### src/rtl/rvpipe_pkg.sv
// rvpipe_pkg: shared types and helpers for the rvpipe elastic pipeline.
package rvpipe_pkg;

    // Per-stage control bits used to build the move chain.
    typedef struct packed {
        logic v;   // stage holds a valid entry
        logic mv;  // stage hands its entry downstream this cycle
    } stage_ctl_t;

    // Width needed to hold an occupancy count of 0..depth.
    function automatic int cnt_w(input int depth);
        return $clog2(depth + 1);
    endfunction

endpackage

### src/rtl/rvpipe_stage.sv
// rvpipe_stage: one register slot of the elastic pipe (valid, payload and,
// with RVPIPE_PARITY_EN defined, a stored parity bit).
module rvpipe_stage
    import rvpipe_pkg::*;
#(
    parameter int WIDTH = 63
) (
    input  logic             clk,
    input  logic             rst_l,
    input  logic             flush,
    input  logic             ld,     // slot is empty or moving: take v_in
    input  logic             dld,    // payload capture enable
    input  logic             v_in,
    input  logic [WIDTH-1:0] d_in,
`ifdef RVPIPE_PARITY_EN
    input  logic             p_in,
    output logic             p_q,
`endif
    output logic             v_q,
    output logic [WIDTH-1:0] d_q
);

    // Valid bit: flush wins over any load; idle valid entries hold.
    always_ff @(posedge clk or negedge rst_l) begin
        if (!rst_l)     v_q <= 1'b0;
        else if (flush) v_q <= 1'b0;
        else if (ld)    v_q <= v_in;
    end

    // Payload: captured only when the slot loads; a flush leaves it untouched.
    always_ff @(posedge clk or negedge rst_l) begin
        if (!rst_l)   d_q <= '0;
        else if (dld) d_q <= d_in;
    end

`ifdef RVPIPE_PARITY_EN
    // Parity travels with the payload under the same enable.
    always_ff @(posedge clk or negedge rst_l) begin
        if (!rst_l)   p_q <= 1'b0;
        else if (dld) p_q <= p_in;
    end
`endif

endmodule

### src/rtl/rvpipe_elastic.sv
// rvpipe_elastic: DEPTH-stage elastic valid/ready pipeline with bubble
// collapse, synchronous flush and occupancy count.
// Optional feature: define RVPIPE_PARITY_EN for per-stage parity and par_err.
module rvpipe_elastic
    import rvpipe_pkg::*;
#(
    parameter int WIDTH = 63,
    parameter int DEPTH = 2
) (
    input  logic                    clk,
    input  logic                    rst_l,
    input  logic                    flush,
    input  logic                    in_valid,
    output logic                    in_ready,
    input  logic [WIDTH-1:0]        in_data,
    output logic                    out_valid,
    input  logic                    out_ready,
    output logic [WIDTH-1:0]        out_data,
    output logic [cnt_w(DEPTH)-1:0] count,
    output logic                    par_err
);

    localparam int CW = cnt_w(DEPTH);

    logic [DEPTH-1:0]            v;
    logic [DEPTH-1:0][WIDTH-1:0] d;
    stage_ctl_t [DEPTH-1:0]      ctl;
    logic [DEPTH-1:0]            ld;
    logic [DEPTH-1:0]            dld;
    logic                        in_xfer;
    logic                        out_xfer;
`ifdef RVPIPE_PARITY_EN
    logic [DEPTH-1:0]            p;
`endif

    // Move chain: tail moves on out_ready, every other stage moves when the
    // next one is empty or moving. This is a combinational path from
    // out_ready all the way to in_ready.
    always_comb begin
        for (int k = 0; k < DEPTH; k++) begin
            ctl[k].v  = v[k];
            ctl[k].mv = 1'b0;
        end
        ctl[DEPTH-1].mv = out_ready;
        for (int k = DEPTH - 2; k >= 0; k--)
            ctl[k].mv = ~ctl[k+1].v | ctl[k+1].mv;
        for (int k = 0; k < DEPTH; k++) begin
            ld[k]  = ~ctl[k].v | ctl[k].mv;
            dld[k] = ld[k] & ~flush;
        end
        in_ready  = ~flush & ld[0];
        in_xfer   = in_valid & in_ready;
        // in_data is only captured on a real in-transfer
        dld[0]    = in_xfer;
        out_valid = v[DEPTH-1] & ~flush;
        out_xfer  = out_valid & out_ready;
    end

    assign out_data = d[DEPTH-1];

    for (genvar k = 0; k < DEPTH; k++) begin : g_stg
        logic             v_in;
        logic [WIDTH-1:0] d_in;
`ifdef RVPIPE_PARITY_EN
        logic             p_in;
`endif
        if (k == 0) begin : g_head
            assign v_in = in_valid;
            assign d_in = in_data;
`ifdef RVPIPE_PARITY_EN
            assign p_in = ^in_data;
`endif
        end else begin : g_body
            assign v_in = v[k-1];
            assign d_in = d[k-1];
`ifdef RVPIPE_PARITY_EN
            assign p_in = p[k-1];
`endif
        end

        rvpipe_stage #(.WIDTH(WIDTH)) u_stg (
            .clk   (clk),
            .rst_l (rst_l),
            .flush (flush),
            .ld    (ld[k]),
            .dld   (dld[k]),
            .v_in  (v_in),
            .d_in  (d_in),
`ifdef RVPIPE_PARITY_EN
            .p_in  (p_in),
            .p_q   (p[k]),
`endif
            .v_q   (v[k]),
            .d_q   (d[k])
        );
    end

    // Occupancy: +1 per in-transfer, -1 per out-transfer, cleared on flush.
    always_ff @(posedge clk or negedge rst_l) begin
        if (!rst_l)     count <= '0;
        else if (flush) count <= '0;
        else            count <= count + CW'(in_xfer) - CW'(out_xfer);
    end

`ifdef RVPIPE_PARITY_EN
    assign par_err = out_valid & (^out_data ^ p[DEPTH-1]);
`else
    assign par_err = 1'b0;
`endif

endmodule

### config.mk
export PLATFORM = sky130hd
export DESIGN_NAME = rvpipe_elastic
export DESIGN_NICKNAME = d
export VERILOG_FILES = /design/src/rtl/rvpipe_pkg.sv /design/src/rtl/rvpipe_stage.sv /design/src/rtl/rvpipe_elastic.sv
export SDC_FILE = /design/constraint.sdc
export NUM_CORES = 1
export LEC_CHECK = 0
export CAP_MARGIN = 20
export CORE_MARGIN = 1.5
export CORE_UTILIZATION = 45
export CTS_BUF_LIST = sky130_fd_sc_hd__clkbuf_8
export DETAILED_ROUTE_END_ITERATION = 6
export DONT_BUFFER_PORTS = 1
export GPL_TIMING_DRIVEN = 1
export PLACE_DENSITY = 0.6
export SLEW_MARGIN = 30
export SYNTH_ARGS = -nofsm -noshare
export SYNTH_HDL_FRONTEND = slang
export SYNTH_SLANG_ARGS = --single-unit
### constraint.sdc
create_clock -name clk -period 2.4 [get_ports clk]
set_input_delay 0 -clock clk [delete_from_list [all_inputs] [get_ports clk]]
set_output_delay 0 -clock clk [all_outputs]
set_load 0.02 [all_outputs]
# Word level (Yosys, flattened, before mapping)
# Cells that the tools add are included.
[op_classes]
bitwise_logic = 10
muxes = 5
n_addsub = 2
reduce_logical = 2
[ops]
columns = ["operator", "count"]
rows = [
  ["$and 1x1->1", 5],
  ["$mux 1", 4],
  ["$reduce_bool 2->1", 2],
  ["$not 1->1", 3],
  ["$add 2x1->2", 1],
  ["$mux 2", 1],
  ["$or 1x1->1", 2],
  ["$sub 2x1->2", 1],
]
[word_totals]
input_bits = 68
register_bits = 130
output_inout_bits = 68

# Logic depth before layout (Yosys ltp)
# Gate-level depths: netlist of run 1.
[logic_depth]
depth_word = 8
depth_mapped = 11

# Cells and area by module
# From an unflattened synthesis of run 1, not the netlist that was laid out.
[hier_totals]
hier_cells = 291
area_unflattened_um2 = 5541.6
[by_module_without_submodules]
columns = ["module", "area_per_inst_um2", "cells_per_inst", "n_inst"]
rows = [
  ["rvpipe_stage", 2681.3, 136, 2],
  ["rvpipe_elastic", 178.9, 19, 1],
]

# Worst setup path after synthesis of run 1
# No wires, ideal clock.
[synth_path]
path_kind = "reg2reg"
from = "register g_stg[1].u_stg.v_q"
to = "register count[1]"
path_slack_ns = 0.352
arrival_ns = 1.926
n_path_buf = 2
period_less_slack_ns = 2.048
required_time_ns = 2.278
setup_time_ns = 0.122
stages_incl_launch_ff = 12
path_cell_list = "dfrtp_1 and3b_1 nor3b_2 buf_6 buf_12 inv_1 ha_1 inv_1 ha_1 xor2_1 xnor2_1 nor2_1"
[synth_between]
elab_chain_len = 8
[synth_lines]
columns = ["element", "line_no", "rtl"]
rows = [
  ["start: declaration", "rvpipe_stage.sv:19", "output logic v_q,"],
  ["start signal: assignment", "rvpipe_stage.sv:27", "else if (ld) v_q <= v_in;"],
  ["$not 1->1", "rvpipe_elastic.sv:46", "ctl[k].mv = ~ctl[k+1].v | ctl[k+1].mv;"],
  ["$or 1x1->1", "rvpipe_elastic.sv:46", ""],
  ["$or 1x1->1", "rvpipe_elastic.sv:48", "ld[k] = ~ctl[k].v | ctl[k].mv;"],
  ["$and 1x1->1", "rvpipe_elastic.sv:51", "in_ready = ~flush & ld[0];"],
  ["$and 1x1->1", "rvpipe_elastic.sv:52", "in_xfer = in_valid & in_ready;"],
  ["$add 2x1->2", "rvpipe_elastic.sv:102", "else count <= count + CW'(in_xfer) - CW'(out_xfer);"],
  ["$sub 2x1->2 (*)", "rvpipe_elastic.sv:102", ""],
  ["$mux 2 (*)", "rvpipe_elastic.sv:101", "else if (flush) count <= '0;"],
  ["end signal: assignment", "rvpipe_elastic.sv:102", ""],
  ["end: declaration", "rvpipe_elastic.sv:19", "output logic [cnt_w(DEPTH)-1:0] count,"],
]
# Every way passes the cells marked *; elsewhere a longest branch is shown, timed or not.
# A chain may end at the register's enable or synchronous reset.

# Worst setup path after layout of run 1
# Same ends and word-level chain as after synthesis.

==> run_summary.xml, run 1 <==
<?xml version="1.0" encoding="UTF-8"?>
<metrics>
  <group name="pwr">
    <metric name="power.leakage" unit="nW">2.84</metric>
    <metric name="power_report.internal_total" unit="mW">4.19</metric>
    <metric name="power.sequential.fraction" unit="">0.552</metric>
    <metric name="cellPowerDensity" unit="nW/um2">900</metric>
    <metric name="swShare" unit="">0.265</metric>
    <metric name="power.share.combinational" unit="">0.118</metric>
    <metric name="net-switching-power" unit="mW">1.51</metric>
    <metric name="pwr-share-clk" unit="">0.330</metric>
    <metric name="maximum_ir_drop_on_the_vdd_rail" unit="mV">0.591</metric>
  </group>
  <group name="setup_path">
    <metric name="worstReg2RegStart" unit="">g_stg[1].u_stg.v_q</metric>
    <metric name="cp-end-kind" unit="">register</metric>
    <metric name="critical-path-max-stage-delay" unit="ns">0.40</metric>
    <metric name="startpoint" unit="">g_stg[1].u_stg.v_q</metric>
    <metric name="cpLargestDelayFamily" unit="">simple AND/OR/NAND/NOR gates</metric>
    <metric name="data_arrival_time_at_the_worst_slack_endpoint" unit="ns">2.21</metric>
    <metric name="reg2reg_setup_slack" unit="ns">0.50</metric>
    <metric name="worstPathMaxFanout" unit="">3</metric>
    <metric name="setup.worst_path.end" unit="">count[1]</metric>
    <metric name="critPathRequiredTime" unit="ns">2.71</metric>
    <metric name="worst_r2r_endpoint" unit="">count[1]</metric>
    <metric name="crit_cells" unit="">9</metric>
    <metric name="timing.setup.critical_path_class" unit="">register to register</metric>
    <metric name="critical_path.startpoint_type" unit="">register</metric>
    <metric name="number_of_buffers_and_inverters_on_the_critical_path" unit="">2</metric>
    <metric name="path_cells" unit="">and3b_1 -&gt; nor3b_4 -&gt; inv_1 -&gt; ha_1 -&gt; inv_1 -&gt; ha_1 -&gt; xor2_1 -&gt; xnor2_1 -&gt; nor2_1</metric>
    <metric name="cp_slowest_cell" unit="">sky130_fd_sc_hd__dfrtp_1</metric>
    <metric name="r2r.worst_path.cells" unit="">9</metric>
  </group>
  <group name="yosys">
    <metric name="ys_seq_area_frac" unit="">0.621</metric>
    <metric name="synth.area.top_cells" unit="">sky130_fd_sc_hd__dfrtp_1 (62%), sky130_fd_sc_hd__mux2_4 (17%), sky130_fd_sc_hd__mux2_2 (13%)</metric>
    <metric name="synth-seq-cells" unit="">130</metric>
    <metric name="synth-warning-count" unit="">0</metric>
    <metric name="synth_top_area_share" unit="">0.621</metric>
    <metric name="synth_fp_nets" unit="">361</metric>
    <metric name="synth_area" unit="um2">5240</metric>
    <metric name="synth.largest_area_cell" unit="">sky130_fd_sc_hd__dfrtp_1</metric>
    <metric name="syn_area_per_cell" unit="um2">18.0</metric>
    <metric name="syn-instance-count" unit="">291</metric>
    <metric name="synth.lib_cells_used.distinct" unit="">20</metric>
  </group>
  <group name="cts">
    <metric name="clock_pin_slew_of_the_registers_on_the_worst_case_setup_and_hold_paths" unit="ns">0.07</metric>
    <metric name="cts.repair.resized" unit="">0</metric>
    <metric name="tritoncts" unit="">yes</metric>
    <metric name="cts_hold_repair.buffers" unit="">67</metric>
    <metric name="clock_latency" unit="ns">0.43</metric>
    <metric name="clock_sinks" unit="">130</metric>
    <metric name="numCtsBuffers" unit="">17</metric>
    <metric name="cts-root-buf" unit="">sky130_fd_sc_hd__clkbuf_8</metric>
    <metric name="longest_clk_path_bufs" unit="">2</metric>
    <metric name="cts_max_level" unit="">4</metric>
  </group>
  <group name="floorplanning">
    <metric name="dieHeight" unit="um">111</metric>
    <metric name="initial_core_util" unit="">0.461</metric>
    <metric name="die_width" unit="um">111</metric>
    <metric name="design.core.area" unit="um2">11400</metric>
    <metric name="boundaryPins" unit="">136</metric>
    <metric name="fp.dieArea" unit="um2">12300</metric>
    <metric name="core.rowCount" unit="">39</metric>
  </group>
  <group name="cells_and_area">
    <metric name="final_cell_mix" unit="">sky130_fd_sc_hd__dfrtp_1 (130), sky130_fd_sc_hd__dlygate4sd3_1 (67), sky130_fd_sc_hd__mux2_2 (62)</metric>
    <metric name="leading_cell_type_in_the_layout_fill_and_taps_excluded" unit="">sky130_fd_sc_hd__dfrtp_1</metric>
    <metric name="fillerInstances" unit="">910</metric>
    <metric name="finish.cell_count_without_fillers" unit="">519</metric>
    <metric name="multiInputGateArea" unit="um2">1780</metric>
    <metric name="post_route_cells_drive_above_1_share" unit="">0.410</metric>
    <metric name="syn_to_final_growth" unit="%">20.7</metric>
    <metric name="nNetsFinal" unit="">435</metric>
    <metric name="layout.area.seq" unit="um2">3250</metric>
    <metric name="antenna-diode-count" unit="">0</metric>
  </group>
  <group name="drt">
    <metric name="drtIter0Drc" unit="">119</metric>
    <metric name="firstDrtPassIters" unit="">4</metric>
    <metric name="drc" unit="">0</metric>
    <metric name="detail_route.vias_per_cell" unit="">5.00</metric>
    <metric name="route.antenna.remaining_nets" unit="">0</metric>
    <metric name="routed-via-count" unit="">2596</metric>
    <metric name="postRouteWirelength" unit="um">9190</metric>
    <metric name="post_drt_wl_per_cell" unit="um">17.7</metric>
  </group>
  <group name="sta">
    <metric name="fin_crit" unit="ns">1.90</metric>
    <metric name="period_utilization" unit="">0.792</metric>
    <metric name="final-hold-violation-count" unit="">130</metric>
    <metric name="final.setup.tns" unit="ns">0</metric>
    <metric name="final_max_slew_viols" unit="">0</metric>
    <metric name="max_freq" unit="GHz">0.526</metric>
    <metric name="fin_worst_skew" unit="ns">0.00702</metric>
    <metric name="fin_worst_hold_slack" unit="ns">-0.740</metric>
    <metric name="max-slew-margin-rel" unit="">0.652</metric>
    <metric name="timing.final.setup_violations" unit="">0</metric>
    <metric name="unrepaired_setup_endpoints_after_global_routing" unit="">false</metric>
    <metric name="timing_worst_slew_pin_value" unit="ns">0.522</metric>
  </group>
  <group name="worst_hold_path">
    <metric name="hp-class" unit="">input port to asynchronous set/reset pin</metric>
  </group>
  <group name="status">
    <metric name="failing_checks" unit="">hold timing</metric>
    <metric name="run_status" unit="">complete, but fails checks</metric>
  </group>
  <group name="place">
    <metric name="detailedPlacementHpwl" unit="um">5160</metric>
    <metric name="dp.cells" unit="">422</metric>
    <metric name="port_buffers" unit="">0</metric>
    <metric name="place_congestion" unit="">0.672</metric>
  </group>
  <group name="flow_run">
    <metric name="maxCapViolations" unit="">0</metric>
  </group>
  <group name="grt">
    <metric name="grt-ovfl-total" unit="">0</metric>
    <metric name="grt_start_max_net_pins" unit="">131</metric>
    <metric name="grt_util_all_layers" unit="">0.167</metric>
    <metric name="global_route_wire_length_before_repair" unit="um">15700</metric>
    <metric name="grt_antenna_before_repair" unit="">0</metric>
    <metric name="grt_pass1_vias" unit="">2939</metric>
  </group>
</metrics>
logic make-up after synthesis:
group                    share of synthesized area
XOR/XNOR                                   0.00334
buffers and inverters                       0.0418
flip-flops                                   0.621
other                                     0.000715
multiplexers                                 0.313
adder cells (fa/ha/maj)                    0.00477
AND/OR/NAND/NOR                             0.0160
per-layer routing:
| layer | track usage | vias to the layer above | wire length (um) |
|---|---|---|---|
| met5 | 0 | - | 0 |
| met1 | 0.199 | 1336 | 3870 |
| met2 | 0.249 | 101 | 4300 |
| met4 | 0.0650 | 0 | 135 |
| met3 | 0.0973 | 10 | 881 |
| li1 | - | 1149 | - |
synthesized netlist by cell type, drive strengths merged:
cell,instances
and2,1
ha,2
and2b,1
dfrtp,130
nor3b,1
buf,15
and3b,1
inv,2
nor2,7
xor2,1
xnor2,1
conb,1
mux2,126
nor2b,2
flip-flops by register name (all words and copies together), names as in the netlist:
signal           cells
g_stg.u_stg.d_q    126
g_stg.u_stg.v_q      2
count                2
power groups by stage:
stage / logic (mW) / registers [mW] / clock network [mW]
2_1_floorplan: 0.564 / 3.09 / 0
3_3_place_gp: 0.565 / 3.17 / 0
3_5_place_dp: 0.588 / 3.18 / 0
4_1_cts: 0.679 / 3.15 / 1.96
5_1_grt: 0.733 / 3.20 / 2.05
6_report: 0.674 / 3.14 / 1.88
worst min path at each step:
stage / from / end / cells after the start
after floorplan: rst_l / count[0] / 0
after global placement: rst_l / g_stg[1].u_stg.d_q[9] / 0
after detailed placement: rst_l / g_stg[1].u_stg.d_q[9] / 0
after CTS: rst_l / g_stg[1].u_stg.d_q[6] / 0
after global routing: rst_l / g_stg[1].u_stg.d_q[41] / 0
final: rst_l / g_stg[1].u_stg.d_q[11] / 0
worst register-to-register path, stage by stage, from the launching register on:
cell	delay [ns]
sky130_fd_sc_hd__dfrtp_1	0.40
sky130_fd_sc_hd__and3b_1	0.25
sky130_fd_sc_hd__nor3b_4	0.24
sky130_fd_sc_hd__inv_1	0.07
sky130_fd_sc_hd__ha_1	0.29
sky130_fd_sc_hd__inv_1	0.05
sky130_fd_sc_hd__ha_1	0.14
sky130_fd_sc_hd__xor2_1	0.17
sky130_fd_sc_hd__xnor2_1	0.13
sky130_fd_sc_hd__nor2_1	0.05
metrics by stage:
step / instance area, um2 / hold WS [ns] / power (mW) / setup slack, ns / utilization
after floorplan: 5240 / -0.296 / 3.65 / 0.352 / -
after global placement: 5250 / -0.293 / 3.74 / 0.576 / 0.462
after detailed placement: 5250 / -0.293 / 3.77 / 0.528 / 0.462
after CTS: 6330 / -0.786 / 5.79 / 0.493 / 0.556
after global routing: 6330 / -0.801 / 5.98 / 0.353 / 0.556
final: 6330 / -0.740 / 5.69 / 0.498 / 0.556
cell type report:
type / count / area share
Timing Repair Buffer: 70 / 0.112
Inverter: 2 / 0.00119
Clock inverter: 9 / 0.0182
Sequential cell: 130 / 0.514
Multi-Input combinational cell: 144 / 0.281
Clock buffer: 21 / 0.0457
Tap cell: 143 / 0.0283
timing repair:
action                                 CTS  global route
setup endpoints to repair                0             0
endpoints found under the hold margin  197           130
setup buffers                            0             0
(Power assumes the default switching activity.)
==> inputs of run 2 (changes only) <==
--- a/config.mk
+++ b/config.mk
@@ -12,7 +12,7 @@
 export DETAILED_ROUTE_END_ITERATION = 6
 export DONT_BUFFER_PORTS = 1
 export GPL_TIMING_DRIVEN = 1
-export PLACE_DENSITY = 0.6
+export PLACE_DENSITY = 0.62
 export SLEW_MARGIN = 30
 export SYNTH_ARGS = -nofsm -noshare
 export SYNTH_HDL_FRONTEND = slang
==> constraint.sdc (replaced) <==
create_clock -name clk -period 1.65 [get_ports clk]
set_input_delay 0 -clock clk [delete_from_list [all_inputs] [get_ports clk]]
set_output_delay 0 -clock clk [all_outputs]
set_load 0.02 [all_outputs]
==> run_summary.xml, run 2 (same netlist as run 1, synthesis figures left out) <==
<?xml version="1.0" encoding="UTF-8"?>
<metrics>
  <group name="setup_path">
    <metric name="path_cells" unit="">and3b_2 -&gt; nor3b_4 -&gt; buf_4 -&gt; buf_16 -&gt; mux2_2</metric>
    <metric name="worstPathMaxFanout" unit="">32</metric>
    <metric name="worstReg2RegStart" unit="">g_stg[1].u_stg.v_q</metric>
    <metric name="critPathRequiredTime" unit="ns">1.97</metric>
    <metric name="r2r.worst_path.cells" unit="">5</metric>
    <metric name="reg2reg_setup_slack" unit="ns">-0.12</metric>
    <metric name="critical_path.startpoint_type" unit="">register</metric>
    <metric name="critical-path-max-stage-delay" unit="ns">0.38</metric>
    <metric name="startpoint" unit="">g_stg[1].u_stg.v_q</metric>
    <metric name="worst_r2r_endpoint" unit="">g_stg[0].u_stg.d_q[48]</metric>
    <metric name="timing.setup.critical_path_class" unit="">register to register</metric>
    <metric name="data_arrival_time_at_the_worst_slack_endpoint" unit="ns">2.09</metric>
    <metric name="cp_slowest_cell" unit="">sky130_fd_sc_hd__dfrtp_1</metric>
    <metric name="cp-end-kind" unit="">register</metric>
  </group>
  <group name="cts">
    <metric name="clock_pin_slew_of_the_registers_on_the_worst_case_setup_and_hold_paths" unit="ns">0.07</metric>
    <metric name="cts_max_level" unit="">4</metric>
    <metric name="cts_hold_repair.buffers" unit="">64</metric>
    <metric name="clock_latency" unit="ns">0.43</metric>
    <metric name="tritoncts" unit="">yes</metric>
    <metric name="clock_sinks" unit="">130</metric>
    <metric name="numCtsBuffers" unit="">17</metric>
    <metric name="longest_clk_path_bufs" unit="">2</metric>
    <metric name="cts-root-buf" unit="">sky130_fd_sc_hd__clkbuf_8</metric>
  </group>
  <group name="cells_and_area">
    <metric name="syn_to_final_growth" unit="%">26.8</metric>
    <metric name="reg_top3" unit="">g_stg.u_stg.d_q (126), count (2), g_stg.u_stg.v_q (2)</metric>
    <metric name="nNetsFinal" unit="">445</metric>
    <metric name="leading_cell_type_in_the_layout_fill_and_taps_excluded" unit="">sky130_fd_sc_hd__dfrtp_1</metric>
    <metric name="post-route-cell-area" unit="um2">6650</metric>
    <metric name="antenna-diode-count" unit="">0</metric>
    <metric name="post_route_cells_drive_above_1_share" unit="">0.461</metric>
    <metric name="fillerInstances" unit="">869</metric>
    <metric name="final_cell_mix" unit="">sky130_fd_sc_hd__dfrtp_1 (130), sky130_fd_sc_hd__dlygate4sd3_1 (64), sky130_fd_sc_hd__mux2_2 (61)</metric>
    <metric name="largest_register_ff_count" unit="">126</metric>
    <metric name="largest-register" unit="">g_stg.u_stg.d_q</metric>
  </group>
  <group name="place">
    <metric name="detailedPlacementHpwl" unit="um">5480</metric>
    <metric name="place_congestion" unit="">0.694</metric>
    <metric name="preCtsSetupSlack" unit="ns">-0.162</metric>
    <metric name="port_buffers" unit="">0</metric>
    <metric name="place_area" unit="um2">5350</metric>
  </group>
  <group name="pwr">
    <metric name="power.leakage" unit="nW">2.98</metric>
    <metric name="pwr-share-clk" unit="">0.380</metric>
    <metric name="power_report.internal_total" unit="mW">6.78</metric>
    <metric name="net-switching-power" unit="mW">2.29</metric>
    <metric name="p_total" unit="mW">9.07</metric>
    <metric name="power.sequential.fraction" unit="">0.504</metric>
    <metric name="maximum_ir_drop_on_the_vdd_rail" unit="mV">0.964</metric>
    <metric name="power.share.combinational" unit="">0.115</metric>
    <metric name="cellPowerDensity" unit="nW/um2">1360</metric>
    <metric name="swShare" unit="">0.253</metric>
  </group>
  <group name="sta">
    <metric name="fin_crit" unit="ns">1.77</metric>
    <metric name="unrepaired_setup_endpoints_after_global_routing" unit="">true</metric>
    <metric name="final_max_slew_viols" unit="">0</metric>
    <metric name="final-hold-violation-count" unit="">133</metric>
    <metric name="fin_worst_skew" unit="ns">0.0112</metric>
    <metric name="final.setup.worst_slack" unit="ns">-0.119</metric>
    <metric name="timing.final.setup_violations" unit="">67</metric>
    <metric name="period_utilization" unit="">1.07</metric>
    <metric name="final.setup.tns" unit="ns">-6.08</metric>
    <metric name="fin_worst_hold_slack" unit="ns">-0.741</metric>
    <metric name="max_freq" unit="GHz">0.565</metric>
  </group>
  <group name="floorplanning">
    <metric name="design.core.area" unit="um2">11400</metric>
    <metric name="die_width" unit="um">111</metric>
    <metric name="initial_core_util" unit="">0.461</metric>
    <metric name="boundaryPins" unit="">136</metric>
    <metric name="dieHeight" unit="um">111</metric>
    <metric name="fp.dieArea" unit="um2">12300</metric>
    <metric name="core.rowCount" unit="">39</metric>
  </group>
  <group name="status">
    <metric name="run_status" unit="">complete, but fails checks</metric>
    <metric name="failing_checks" unit="">hold timing, setup timing</metric>
  </group>
  <group name="drt">
    <metric name="firstDrtPassIters" unit="">4</metric>
    <metric name="postRouteWirelength" unit="um">9780</metric>
    <metric name="detail_route.vias_per_cell" unit="">5.00</metric>
    <metric name="drtIter0Drc" unit="">107</metric>
    <metric name="post_drt_wl_per_cell" unit="um">18.4</metric>
    <metric name="drc" unit="">0</metric>
    <metric name="route.antenna.remaining_nets" unit="">0</metric>
    <metric name="routed-via-count" unit="">2656</metric>
  </group>
  <group name="grt">
    <metric name="grt_start_max_net_pins" unit="">131</metric>
    <metric name="gr-max-usage-layer" unit="">met2</metric>
    <metric name="use_met2" unit="">0.254</metric>
    <metric name="grt_pass1_vias" unit="">2993</metric>
    <metric name="grt_util_all_layers" unit="">0.166</metric>
    <metric name="grt_antenna_before_repair" unit="">0</metric>
    <metric name="met3_usage" unit="">0.0815</metric>
    <metric name="grt-ovfl-total" unit="">0</metric>
    <metric name="global_route_wire_length_before_repair" unit="um">15900</metric>
    <metric name="grt_util_met1" unit="">0.203</metric>
  </group>
  <group name="worst_hold_path">
    <metric name="hp-class" unit="">input port to asynchronous set/reset pin</metric>
  </group>
  <group name="flow_run">
    <metric name="maxCapViolations" unit="">0</metric>
  </group>
</metrics>
-- run 2: cell types whose count changed in the layout (fill, tap and decap cells not counted), moves of 2 or more --
cell and delta:
sky130_fd_sc_hd__ha_4 +2, sky130_fd_sc_hd__buf_4 +8, sky130_fd_sc_hd__buf_16 +2, sky130_fd_sc_hd__bufinv_16 +4, sky130_fd_sc_hd__inv_1 -4, sky130_fd_sc_hd__clkbuf_16 +2, sky130_fd_sc_hd__ha_1 -2, sky130_fd_sc_hd__dlygate4sd3_1 -3
-- run 2: final cells by class --
class                           instances  area [um2]  share of cell area
Sequential cell                       130        3250               0.489
Multi-Input combinational cell        144        1820               0.274
Timing Repair Buffer                   80         861               0.130
Clock buffer                           21         289              0.0435
Clock inverter                         11         230              0.0346
Tap cell                              143         179              0.0269
Inverter                                2        10.0             0.00151
-- run 2: worst max path at each step --
stage                                         to  slack [ns]  cells after the start
after floorplan                         count[1]       -0.38                     11
after detailed placement                count[1]       -0.16                      9
after global routing                    count[1]       -0.21                      9
after CTS                 g_stg[0].u_stg.d_q[48]       -0.12                      5
after global placement                  count[1]       -0.12                      9
final                     g_stg[0].u_stg.d_q[48]       -0.12                      5
-- run 2: metrics by stage --
stage,std cells,utilization,hold WS (ns)
finish,531,0.585,-0.741
global route,531,0.585,-0.787
CTS,525,0.575,-0.785
detailed placement,427,0.471,-0.293
global placement,427,0.471,-0.293
floorplan,291,-,-0.296
-- run 2: repair_timing --
action	CTS	global route
endpoints found under the setup margin	64	73
buffers inserted	2	4
cloned	0	2
resized for setup	2	6
endpoints found under the hold margin	202	133
pin swaps	6	1
-- run 2: power groups by stage --
stage	clock (mW)	combinational, mW	sequential (mW)
floorplan	0	0.825	4.50
global placement	0	0.848	4.62
CTS	3.54	1.01	4.58
detailed placement	0	0.879	4.64
global route	3.67	1.13	4.65
finish	3.45	1.04	4.57
-- run 2: worst max-delay path, delay by kind of cell, from the launching register on --
kind | cells | cell delay, ns
buffers and inverters | 2 | 0.43
multiplexers | 1 | 0.36
AND/OR/NAND/NOR | 2 | 0.47
flip-flops | 1 | 0.38
-- run 2: routing by layer --
layer / part of all wire / up-vias / wire length [um]
met1: 0.43 / 1362 / 4180
met4: 0.014 / 0 / 134
li1: - / 1175 / -
met3: 0.083 / 13 / 812
met5: 0 / - / 0
met2: 0.48 / 106 / 4650
